==> src/rtl/executor_pkg.sv <==
// Shared types and helpers for the Tetris game-step scheduler.
//   state_e    : scheduler FSM states
//   pe_cmd_e   : command codes sent to the piece executor
//   score_table: points awarded for a given number of rows cleared at once
package executor_pkg;

    typedef enum logic [2:0] {
        eWait  = 3'd0,
        eSpawn = 3'd1,
        eIdle  = 3'd2,
        eMove  = 3'd3,
        eCheck = 3'd4,
        eOver  = 3'd5
    } state_e;

    // Literals carry a Cmd prefix so they stay distinct from the state names
    // (eSpawn exists in both sets). Encodings match the pe_cmd_o wire codes.
    typedef enum logic [2:0] {
        eCmdLeft   = 3'd0,
        eCmdRight  = 3'd1,
        eCmdRotate = 3'd2,
        eCmdDown   = 3'd3,
        eCmdSpawn  = 3'd4
    } pe_cmd_e;

    // Points for clearing 'rows' rows in one combine: 0,1,3,5 then 8 for 4+.
    function automatic logic [3:0] score_table(input int unsigned rows);
        logic [3:0] pts;
        case (rows)
            0:       pts = 4'd0;
            1:       pts = 4'd1;
            2:       pts = 4'd3;
            3:       pts = 4'd5;
            default: pts = 4'd8;
        endcase
        return pts;
    endfunction

endpackage

==> src/rtl/executor_sched_mm_mux.sv <==
// Combinational matrix-memory port mux.
// The owner of the single matrix-memory port is chosen by the scheduler state:
//   eSpawn/eMove -> piece executor, eCheck -> line-clear executor,
//   anything else -> renderer (read only, writes suppressed).
// Ports:
//   state_i                         scheduler state
//   pe_* / ce_*                     executor read/write requests
//   rn_rd_addr_i                    renderer read address
//   mm_*_o                          to matrix memory
//   rn_grant_o                      renderer owns the read port
module executor_sched_mm_mux
    import executor_pkg::*;
#(
    parameter int width_p = 16,
    parameter int aw      = 5
) (
    input  state_e             state_i,
    input  logic [aw-1:0]      pe_rd_addr_i,
    input  logic [aw-1:0]      ce_rd_addr_i,
    input  logic [aw-1:0]      rn_rd_addr_i,
    input  logic [aw-1:0]      pe_wr_addr_i,
    input  logic [aw-1:0]      ce_wr_addr_i,
    input  logic [width_p-1:0] pe_wr_data_i,
    input  logic [width_p-1:0] ce_wr_data_i,
    input  logic               pe_wr_v_i,
    input  logic               ce_wr_v_i,
    output logic [aw-1:0]      mm_read_addr_o,
    output logic [aw-1:0]      mm_write_addr_o,
    output logic [width_p-1:0] mm_write_data_o,
    output logic               mm_write_v_o,
    output logic               rn_grant_o
);

    always_comb begin
        // Renderer owns the port by default; write enable held low.
        mm_read_addr_o  = rn_rd_addr_i;
        mm_write_addr_o = pe_wr_addr_i;
        mm_write_data_o = pe_wr_data_i;
        mm_write_v_o    = 1'b0;
        rn_grant_o      = 1'b1;
        case (state_i)
            eSpawn, eMove: begin
                mm_read_addr_o  = pe_rd_addr_i;
                mm_write_addr_o = pe_wr_addr_i;
                mm_write_data_o = pe_wr_data_i;
                mm_write_v_o    = pe_wr_v_i;
                rn_grant_o      = 1'b0;
            end
            eCheck: begin
                mm_read_addr_o  = ce_rd_addr_i;
                mm_write_addr_o = ce_wr_addr_i;
                mm_write_data_o = ce_wr_data_i;
                mm_write_v_o    = ce_wr_v_i;
                rn_grant_o      = 1'b0;
            end
            default: ;
        endcase
    end

endmodule

==> src/rtl/executor_sched.sv <==
// Top-level game-step scheduler for the Tetris core.
// Sequences the piece executor and the line-clear executor with one-cycle
// start pulses and done handshakes, latches gravity ticks, keeps score and
// cleared-line counters, and hands the matrix-memory port to whichever agent
// the current state allows.
// Ports:
//   clk_i, reset_i               clock, synchronous active-high reset
//   start_i                      start/restart (honoured in eWait/eOver)
//   cmd_v_i, cmd_i, cmd_ready_o  user command handshake
//   tick_i                       gravity tick pulse
//   pe_v_o, pe_cmd_o, pe_done_i, pe_fail_i   piece executor handshake
//   ce_v_o, ce_done_i, ce_combine_i          line-clear executor handshake
//   *_rd_addr_i, *_wr_*_i, mm_*_o, rn_grant_o  memory port arbitration
//   score_o, lines_o, game_over_o            game status
module executor_sched
    import executor_pkg::*;
#(
    parameter int width_p   = 16,
    parameter int height_p  = 32,
    parameter int score_w_p = 16,
    localparam int aw       = $clog2(height_p)
) (
    input  logic                 clk_i,
    input  logic                 reset_i,
    input  logic                 start_i,
    input  logic                 cmd_v_i,
    input  logic [1:0]           cmd_i,
    output logic                 cmd_ready_o,
    input  logic                 tick_i,
    output logic                 pe_v_o,
    output logic [2:0]           pe_cmd_o,
    input  logic                 pe_done_i,
    input  logic                 pe_fail_i,
    output logic                 ce_v_o,
    input  logic                 ce_done_i,
    input  logic [aw-1:0]        ce_combine_i,
    input  logic [aw-1:0]        pe_rd_addr_i,
    input  logic [aw-1:0]        ce_rd_addr_i,
    input  logic [aw-1:0]        rn_rd_addr_i,
    input  logic [aw-1:0]        pe_wr_addr_i,
    input  logic [aw-1:0]        ce_wr_addr_i,
    input  logic [width_p-1:0]   pe_wr_data_i,
    input  logic [width_p-1:0]   ce_wr_data_i,
    input  logic                 pe_wr_v_i,
    input  logic                 ce_wr_v_i,
    output logic [aw-1:0]        mm_read_addr_o,
    output logic [aw-1:0]        mm_write_addr_o,
    output logic [width_p-1:0]   mm_write_data_o,
    output logic                 mm_write_v_o,
    output logic                 rn_grant_o,
    output logic [score_w_p-1:0] score_o,
    output logic [score_w_p-1:0] lines_o,
    output logic                 game_over_o
);

    state_e                 state_reg;
    pe_cmd_e                pe_cmd_reg;
    logic                   pe_v_reg;
    logic                   ce_v_reg;
    logic                   tick_pend_reg;
    logic                   tick_pend_next;
    logic [score_w_p-1:0]   score_reg;
    logic [score_w_p-1:0]   lines_reg;
    logic [score_w_p-1:0]   score_next;
    logic [score_w_p-1:0]   lines_next;
    logic [score_w_p:0]     score_sum;
    logic [score_w_p:0]     lines_sum;
    logic                   tick_take;

    // A tick seen in eIdle (latched or arriving now) wins over a user command.
    assign tick_take   = (state_reg == eIdle) && (tick_pend_reg || tick_i);
    assign cmd_ready_o = (state_reg == eIdle) && !tick_take && cmd_v_i;

    always_comb begin
        tick_pend_next = tick_pend_reg;
        case (state_reg)
            eWait, eOver: if (start_i) tick_pend_next = 1'b0;
            // Consuming a latched tick while a new one arrives re-arms the
            // latch; a fresh tick with nothing latched is consumed directly.
            eIdle:        tick_pend_next = tick_pend_reg && tick_i;
            default:      tick_pend_next = tick_pend_reg || tick_i;
        endcase
    end

    // Saturating accumulation: one extra bit catches the carry-out.
    always_comb begin
        score_sum  = {1'b0, score_reg}
                   + (score_w_p+1)'(score_table(32'(ce_combine_i)));
        lines_sum  = {1'b0, lines_reg} + (score_w_p+1)'(ce_combine_i);
        score_next = score_sum[score_w_p] ? '1 : score_sum[score_w_p-1:0];
        lines_next = lines_sum[score_w_p] ? '1 : lines_sum[score_w_p-1:0];
    end

    always_ff @(posedge clk_i) begin
        if (reset_i) begin
            state_reg     <= eWait;
            pe_cmd_reg    <= eCmdSpawn;
            pe_v_reg      <= 1'b0;
            ce_v_reg      <= 1'b0;
            tick_pend_reg <= 1'b0;
            score_reg     <= '0;
            lines_reg     <= '0;
        end else begin
            pe_v_reg      <= 1'b0;
            ce_v_reg      <= 1'b0;
            tick_pend_reg <= tick_pend_next;
            case (state_reg)
                eWait, eOver: begin
                    if (start_i) begin
                        score_reg  <= '0;
                        lines_reg  <= '0;
                        state_reg  <= eSpawn;
                        pe_cmd_reg <= eCmdSpawn;
                        pe_v_reg   <= 1'b1;
                    end
                end
                eSpawn: begin
                    if (pe_done_i) state_reg <= pe_fail_i ? eOver : eIdle;
                end
                eIdle: begin
                    if (tick_take) begin
                        state_reg  <= eMove;
                        pe_cmd_reg <= eCmdDown;
                        pe_v_reg   <= 1'b1;
                    end else if (cmd_v_i) begin
                        state_reg  <= eMove;
                        pe_cmd_reg <= pe_cmd_e'({1'b0, cmd_i});
                        pe_v_reg   <= 1'b1;
                    end
                end
                eMove: begin
                    if (pe_done_i) begin
                        // Only a blocked down move means the piece landed.
                        if (pe_cmd_reg == eCmdDown && pe_fail_i) begin
                            state_reg <= eCheck;
                            ce_v_reg  <= 1'b1;
                        end else begin
                            state_reg <= eIdle;
                        end
                    end
                end
                eCheck: begin
                    if (ce_done_i) begin
                        score_reg  <= score_next;
                        lines_reg  <= lines_next;
                        state_reg  <= eSpawn;
                        pe_cmd_reg <= eCmdSpawn;
                        pe_v_reg   <= 1'b1;
                    end
                end
                default: state_reg <= eWait;
            endcase
        end
    end

    assign pe_v_o      = pe_v_reg;
    assign ce_v_o      = ce_v_reg;
    assign pe_cmd_o    = pe_cmd_reg;
    assign score_o     = score_reg;
    assign lines_o     = lines_reg;
    assign game_over_o = (state_reg == eOver);

    executor_sched_mm_mux #(
        .width_p (width_p),
        .aw      (aw)
    ) u_mm_mux (
        .state_i         (state_reg),
        .pe_rd_addr_i    (pe_rd_addr_i),
        .ce_rd_addr_i    (ce_rd_addr_i),
        .rn_rd_addr_i    (rn_rd_addr_i),
        .pe_wr_addr_i    (pe_wr_addr_i),
        .ce_wr_addr_i    (ce_wr_addr_i),
        .pe_wr_data_i    (pe_wr_data_i),
        .ce_wr_data_i    (ce_wr_data_i),
        .pe_wr_v_i       (pe_wr_v_i),
        .ce_wr_v_i       (ce_wr_v_i),
        .mm_read_addr_o  (mm_read_addr_o),
        .mm_write_addr_o (mm_write_addr_o),
        .mm_write_data_o (mm_write_data_o),
        .mm_write_v_o    (mm_write_v_o),
        .rn_grant_o      (rn_grant_o)
    );

endmodule
==> config.mk <==
export PLATFORM = sky130hd
export DESIGN_NAME = executor_sched
export DESIGN_NICKNAME = d
export VERILOG_FILES = /design/src/rtl/executor_pkg.sv /design/src/rtl/executor_sched_mm_mux.sv /design/src/rtl/executor_sched.sv
export SDC_FILE = /design/constraint.sdc
export NUM_CORES = 1
export LEC_CHECK = 0
export ABC_AREA = 1
export CAP_MARGIN = 20
export CORE_UTILIZATION = 47
export DETAILED_ROUTE_END_ITERATION = 6
export PLACE_DENSITY = 0.95
export SYNTH_ARGS = -nofsm -noshare
export SYNTH_HDL_FRONTEND = slang
export SYNTH_SLANG_ARGS = --single-unit
==> constraint.sdc <==
create_clock -name clk_i -period 6.4 [get_ports clk_i]
set_input_delay 0.96 -clock clk_i [delete_from_list [all_inputs] [get_ports clk_i]]
set_output_delay 0.96 -clock clk_i [all_outputs]
set_load 0.01 [all_outputs]
==> qor.txt <==
Final TNS setup: 0 ps
Synth warn: 0
H-tree Lvls: 2
Vias in the first global route: 3,816
Post-CTS Setup Inserts: 0
Final setup viols: 0
Crit end category: primary output
Hold_ws: 491 ps
Number of routed nets with antenna violations: 0
Chip width: 85.4 um
DRT Wirelength: 10,400 um
Clock slew seen by the registers of the worst setup and hold paths: 90 ps
Max stage delay on crit path: 680 ps
Type of origin of the critical path: register
Synth top area share: 0.262
FMAX: 0.246 GHz
CP Data Required Time: 5440 ps
Vias: 4,159
Ys flop type: dfxtp_1
Rel. slew slack: 0.395
Area Overhead vs Synth: 46.7%
Number of port buffers: 140
Worst Setup Path Type: register to primary output
Power, Total: 1.18 mW
Layout cells sized above 1: 0.0600
Pin count of the biggest net entering global routing: 37
Synth top area cells: nand2_1, dfxtp_1, nand3_1, inv_1, a21oi_1
CTS Root Cell: clkbuf_8
Initial Util: 0.484
Synthesized flop and latch total: 41
Minimum clock period: 4070 ps
Die height: 85.4 um
Non-Filler Instances: 780
DIE AREA: 7290 um2
Cell count after placement: 772
Count leader, synth: nand2_1
Via/cell ratio: 5.33
Pwr per Cell Area: 247 nW/um2
Initial antenna violation count: 0
Routed len/inst: 13.3 um
Antenna cell count: 0
Clock tree from TritonCTS: built
CTS Hold Bufs: 0
Mapped cell area: 3270 um2
WP data arrival: 3110 ps
Status: complete, no violations
Initial drt markers: 261
Post-synthesis sequential area ratio: 0.251
Final worst path period share: 0.636
Mapped Cells: 567
DP HPWL: 7750 um
Filler cells: 540
Post-CTS sizing: 0
Post-synth top cells: nand2_1, inv_1, nand3_1
Overflow after GRT: 0
DRT Pass-1 Iters: 5
Yosys top cell by area: nand2_1
Avg Cell Area, Syn: 5.77 um2
RSZ-0062 raised after global routing: no
Synth cell types: 34
First-pass GRT wire length: 16,600 um
Clk Latency, worst-skew pair: 300 ps
CTS Buffer Depth: 2
Clock skew: 11.1 ps
Crit Path Max Fanout: 30
Layout Nets: 784
Clk sink count: 41
Async set-reset flop share out of synthesis: 0
Core Box Area: 6760 um2
CTS Buf Count: 5
Row count: 30
Slowest-stage cell, CP: nand2_1
Fin. max-slew vios: 0
Io pins: 141
Leakage Power: 2.05 nW
Final hold viol count: 0
Detailed-route DRC error count: 0
VDD IR-drop max: 0.000228 V
Post-synth EDFFs: 0
Tightest Pin Transition: 906 ps
Placed instance area: 4680 um2
Max-Cap Viols: 0
Worst hold path class: register to register
RePlAce Congestion: 0.912
GRT Total Usage: 0.276
Syn_nets: 652
Final Cell Area: 4800 um2
Cell Chain, Critical Path: nor2_1 > nand2_1 > inv_2 > nor2_1 > nand2_1 > nand3_1 > clkdlybuf4s50_1
==> critical path: cells and delay by family (launching register included) <==
kind                   cells  cell delay (ps)
buffers and inverters      2              970
DFF                        1              480
and+or+nand+nor            5             1350
==> kinds of logic (layout without fill, tap and decap cells) <==
| kind of cell | count (synthesis) | after routing | synth area share |
|---|---|---|---|
| DFF | 41 | 41 | 0.251 |
| buffers and inverters | 83 | 216 | 0.111 |
| xor gates and xnor gates | 5 | 5 | 0.0134 |
| adders and majority gates | 11 | 11 | 0.0467 |
| and+or+nand+nor | 358 | 358 | 0.459 |
| AOI/OAI and AO/OA | 69 | 69 | 0.119 |
==> final cells by class <==
type | instances | area (um2) | share of cell area
multi-input combinational | 443 | 2090 | 0.436
timing repair buffer | 142 | 1420 | 0.295
sequential | 41 | 821 | 0.171
inverter | 66 | 253 | 0.0527
tap | 80 | 100 | 0.0209
clock buffer | 7 | 86.3 | 0.0180
clock inverter | 1 | 30.0 | 0.00626
==> metrics by stage <==
step | utilization | setup slack, ps
floorplan | - | 3740
global placement | 0.693 | 2820
detailed placement | 0.693 | 2670
CTS | 0.710 | 2340
global route | 0.710 | 2020
finish | 0.710 | 2330
==> placed cells by master, fill, tap and decap left out, types with 9 or more instances in the layout <==
cell and instances:
a21oi_1 33, clkdlybuf4s50_1 140, dfxtp_1 41, ha_1 9, inv_1 62, nand2_1 228, nand2_2 12, nand3_1 52
nor2_1 42, o21ai_0 21
==> report_power, final <==
part           switching (mW)  internal [mW]
registers              0.0259          0.279
logic                   0.372          0.282
clock network          0.0981          0.127
total                   0.496          0.688
==> path summary, 6_finish.rpt <==
kind / start / end / slack [ps] / cells past startpoint
hold reg to reg: lines_o[3] / lines_o[3] / 490 / 2
hold / removal: lines_o[3] / lines_o[3] / 490 / 2
setup reg to reg: lines_o[0] / lines_o[14] / 4140 / 10
setup / recovery: state_reg[0] / mm_read_addr_o[0] / 2330 / 7
==> per-layer routing <==
| metal | global-route usage | part of all wire | routed length, um |
|---|---|---|---|
| met4 | 0.106 | 0.022 | 225 |
| met2 | 0.503 | 0.52 | 5340 |
| met3 | 0.0496 | 0.073 | 753 |
| met5 | 0 | 0 | 0 |
| met1 | 0.318 | 0.39 | 4050 |
No activity file was read; power rests on OpenSTA's default activity.
==> variant 1: new RTL, same settings <==
Make the reset (`reset_i`) asynchronous in one clocked block. Comments in the files are not updated.
--- a/src/rtl/executor_sched.sv
+++ b/src/rtl/executor_sched.sv
@@ -93,3 +93,3 @@
 
-    always_ff @(posedge clk_i) begin
+    always_ff @(posedge clk_i or posedge reset_i) begin
         if (reset_i) begin
Function: differs if reset_i is asserted again (counterexample within 4 cycles, from zero or initial values and one cycle with reset_i high); with reset_i held inactive, the same outputs for 10 cycles.
==> variant 1 against the original RTL <==
- setup slack improved by 400 ps
- register-to-register slack worse by 390 ps
- synthesized area up 3.3%
- sequential share of layout area increased by 3.7 points
- count of clock-buffer cells in the layout decreased by 2
- critical endpoint is now mm_read_addr_o[3]
- power up 1.4%
- wire length down 1.9%
- design area increased by 3.1%
- clock skew is 0.68 ps lower
- sequential cell count unchanged
- non-clock buffer count increased by 1
==> variant 1: results (changes against the original RTL) <==
| Metric | Value |
|---|---|
| Syn_area_per_cell | 6.02 µm² (+4.4%) |
| Status | finished, final reports clean |
| Crit-path leading delay family | buffers and inverters |
| Yosys cell types | 29 (-15%) |
| Non-clock buffer instance count of the final layout | 143 (+0.70%) |
| Final net count | 783 (-0.13%) |
| Seq area share | 20.8% (+3.7 points) |
| Initial DRC Count | 224 (-14%) |
| Synth area leaders | nand2_1 (31%), dfrtp_1 (30%), nand3_1 (9.5%), inv_1 (6.9%), nor2_1 (3.6%) |
| DP Area | 0.00484 mm² (+3.4%) |
| Min Hold Slack | 514 ps (+23.2 ps) |
| Largest net degree at the start of global routing | 42 (+14%) |
| DR vias | 4110 (-1.2%) |
| Adder-Cell Fraction of Synth Area | 4.52% (-0.15 points) |
| Dpl hpwl | 7760 µm (about the same) |
| Initial Util | 49.1% (+0.76 points) |
| Synth Net Count | 646 (-0.92%) |
| Hold path startpoint | pe_cmd_o[2] |
| R2R cell count | 8 (-2) |
| P&R area growth vs syn | 46.4% |
| Number of sequential cells | 41 (unchanged) |
| Vias per cell | 5.18 (-2.9%) |
| Clock transition at path regs | 70 ps (-20 ps) |
| Number of global-route vias before repair | 4013 (+5.2%) |
| Routability Congestion | 0.906 (-0.71%) |
| Worst Hold Endpoint | pe_cmd_o[2] |
| Commonest cells in the netlist | nand2_1 (275), nand3_1 (64), inv_1 (62) |
| Synth Flop Type | dfrtp_1 |
| Clock network area share | 2.10% (-0.33 points) |
| NonClk Buf Share | 28.8% (-0.72 points) |
| CP max FO | 29 (-3.3%) |
| Layout cell share with drive strength beyond 1 | 3.44% (-2.6 points) |
variant 1: routing by layer:
layer  track usage [%]  part of all wire [%]  vias up
met5                 0                     0        -
met3              6.48                   7.7       19
li1                  -                     -     2024
met4              9.39                   1.9        0
met2              51.7                    52      197
met1              31.6                    39     1870
variant 1: worst max-delay path by stage:
| stage | startpoint | end | slack (ps) | depth (start not counted) |
|---|---|---|---|---|
| after floorplan | ce_combine_i[3] | score_o[4] | 3800 | 14 |
| after global placement | ce_combine_i[3] | score_o[13] | 2960 | 14 |
| after detailed placement | ce_combine_i[3] | score_o[15] | 2850 | 14 |
| after CTS | state_reg[1] | mm_read_addr_o[2] | 2720 | 8 |
| after global routing | state_reg[1] | mm_read_addr_o[2] | 2460 | 8 |
| final | state_reg[1] | mm_read_addr_o[3] | 2730 | 8 |
variant 1: power breakdown:
group | internal (mW) | switching [mW]
logic | 0.293 | 0.372
registers | 0.297 | 0.0304
clock network | 0.114 | 0.0948
total | 0.703 | 0.497
==> variant 2: new RTL, same settings <==
Without the edit above. The parameter `height_p` goes from 32 to 64.
--- a/src/rtl/executor_sched.sv
+++ b/src/rtl/executor_sched.sv
@@ -18,3 +18,3 @@
     parameter int width_p   = 16,
-    parameter int height_p  = 32,
+    parameter int height_p  = 64,
     parameter int score_w_p = 16,
Interface: changed (8 resized); port bits go from 141 to 149. The function was not compared with the original's and may differ.
==> variant 2 against the original RTL <==
- die area grew 0.86%
- critical endpoint is now mm_read_addr_o[2]
- sequential power grew 1%
- global-route usage grew 2.5 points
- synthesized area grew 0.88%
- wire length grew 6.5%
- largest power group unchanged
- via count grew 1.4%
- setup slack gained 7.6 ps
- design area grew 2.0%
- power grew 1.7%
- sequential cell count is the same
==> variant 2: results (changes against the original RTL) <==
| Metric | Value |
|---|---|
| Yosys cell types | 39 (+15%) |
| Status | finished, final reports clean |
| First-pass GRT wire length | 17600 µm (+6.0%) |
| CP max FO | 30 (unchanged) |
| Root Driver | clkbuf_8 |
| R2r endpoint | lines_o[11] |
| Clk_skew | 5.64 ps (-5.48 ps) |
| Worst Hold Class | register to register |
| Hold path cells | 2 (unchanged) |
| Synth Flop Type | dfxtp_1 |
| DRC | 0 (unchanged) |
| Hold path startpoint | lines_o[5] |
| Port bufs | 148 (+5.7%) |
| Number of global-route vias before repair | 4041 (+5.9%) |
| Arr. time, crit path | 3100 ps (about the same) |
| Worst R2R Start | state_reg[0] |
| All-Layer GR Usage | 30.1% (+2.5 points) |
| CTS max path bufs | 2 (unchanged) |
| Leak | 2.16 nW (+5.4%) |
| Worst Hold Endpoint | lines_o[5] |
| Max transition margin | 43.7% (+4.3 points) |
| Dpl hpwl | 8610 µm (+11%) |
| Cells after Synth | 574 (+1.2%) |
| Initial DRC Count | 187 (-28%) |
| Slowest stage delay, CP | 540 ps (-140 ps) |
| Synth Net Count | 666 (+2.1%) |
| Min Hold Slack | 486 ps (-5.15 ps) |
| Final net count | 803 (+2.4%) |
| Reg2reg setup slack | 4060 ps (-80 ps) |
| Worst vdd ir | 0.000191 V (-16%) |
| Largest net degree at the start of global routing | 38 (+2.7%) |
| Initial antenna violation count | 2 (+2) |
| Setup crit end | mm_read_addr_o[2] |
| R2R cell count | 7 (-3) |
| Async SR Flop Fraction | 0% (unchanged) |
| Vias per cell | 5.21 (-2.3%) |
| Net load switching power | 0.529 mW (+6.8%) |
| Post-CTS Setup Repair Bufs | 0 (unchanged) |
| CTS buffer count | 5 (unchanged) |
| Per-cell routed wire length | 13.6 µm (+2.6%) |
| Slowest cell on crit path | nor2_1 |
| Drt pass-1 iters | 5 (unchanged) |
| Commonest cells in the netlist | nand2_1 (238), inv_1 (62), nand3_1 (54) |
| Fill count | 529 (-2.0%) |
| Clock transition at path regs | 90 ps (about the same) |
| Routability Congestion | 0.936 (+2.6%) |
| Seq/Total Area, Yosys | 24.9% (-0.22 points) |
| Layout cell share with drive strength beyond 1 | 4.35% (-1.6 points) |
| Synth area leaders | nand2_1 (27%), dfxtp_1 (25%), nand3_1 (8.2%), inv_1 (7.1%), a21oi_1 (6.8%) |
variant 2: cells by family (layout without fill, tap and decap cells):
family | count (synthesis) | in the layout | synth area share, %
AND/OR/NAND/NOR | 354 | 354 | 45.0
buffers and inverters | 86 | 224 | 11.1
AO/OA/AOI/OAI | 75 | 75 | 12.4
flip-flops | 41 | 41 | 24.9
adder cells (fa/ha/maj) | 12 | 12 | 5.01
XOR/XNOR | 6 | 6 | 1.59
other | 0 | 2 | 0
variant 2: layout make-up:
cell class	instances	share of cell area [%]
repair buffers	149	30.4
clock inverters	2	0.281
multi-input cells	447	43.1
diodes	2	0.102
clock buffers	6	1.69
flip-flops and latches	41	16.8
well taps	96	2.45
inverters	67	5.14
variant 2: metal layers:
metal  part of all wire [%]  vias to the layer above  routed length, µm  global-route usage [%]
met5                      0                        -                  0                       0
met1                     36                     1883               3950                    30.1
met4                    4.8                        0                533                    17.9
li1                       -                     2088                  -                       -
met3                    7.6                       29                836                    5.87
met2                     52                      219               5720                    57.3
variant 2: worst min-delay path, stage by stage (launching register included):
cell and delay, ps:
dfxtp_1 330, nand2_1 60, a21oi_1 60
variant 2: metrics by stage:
step                      area (µm²)  power, mW  cells  worst slack (ps)
after floorplan                 3300      0.724    574              3860
after global placement          4790      0.998    800              2830
after detailed placement        4790       1.01    800              2710
after CTS                       4890       1.20    808              2360
after global routing            4890       1.28    810              2130
final                           4890       1.20    810              2340
variant 2: power groups by stage:
stage,clock network [mW],logic (mW),registers (mW)
floorplan,0,0.412,0.312
global placement,0,0.685,0.313
detailed placement,0,0.696,0.315
CTS,0.191,0.702,0.309
global route,0.202,0.765,0.315
finish,0.188,0.706,0.309
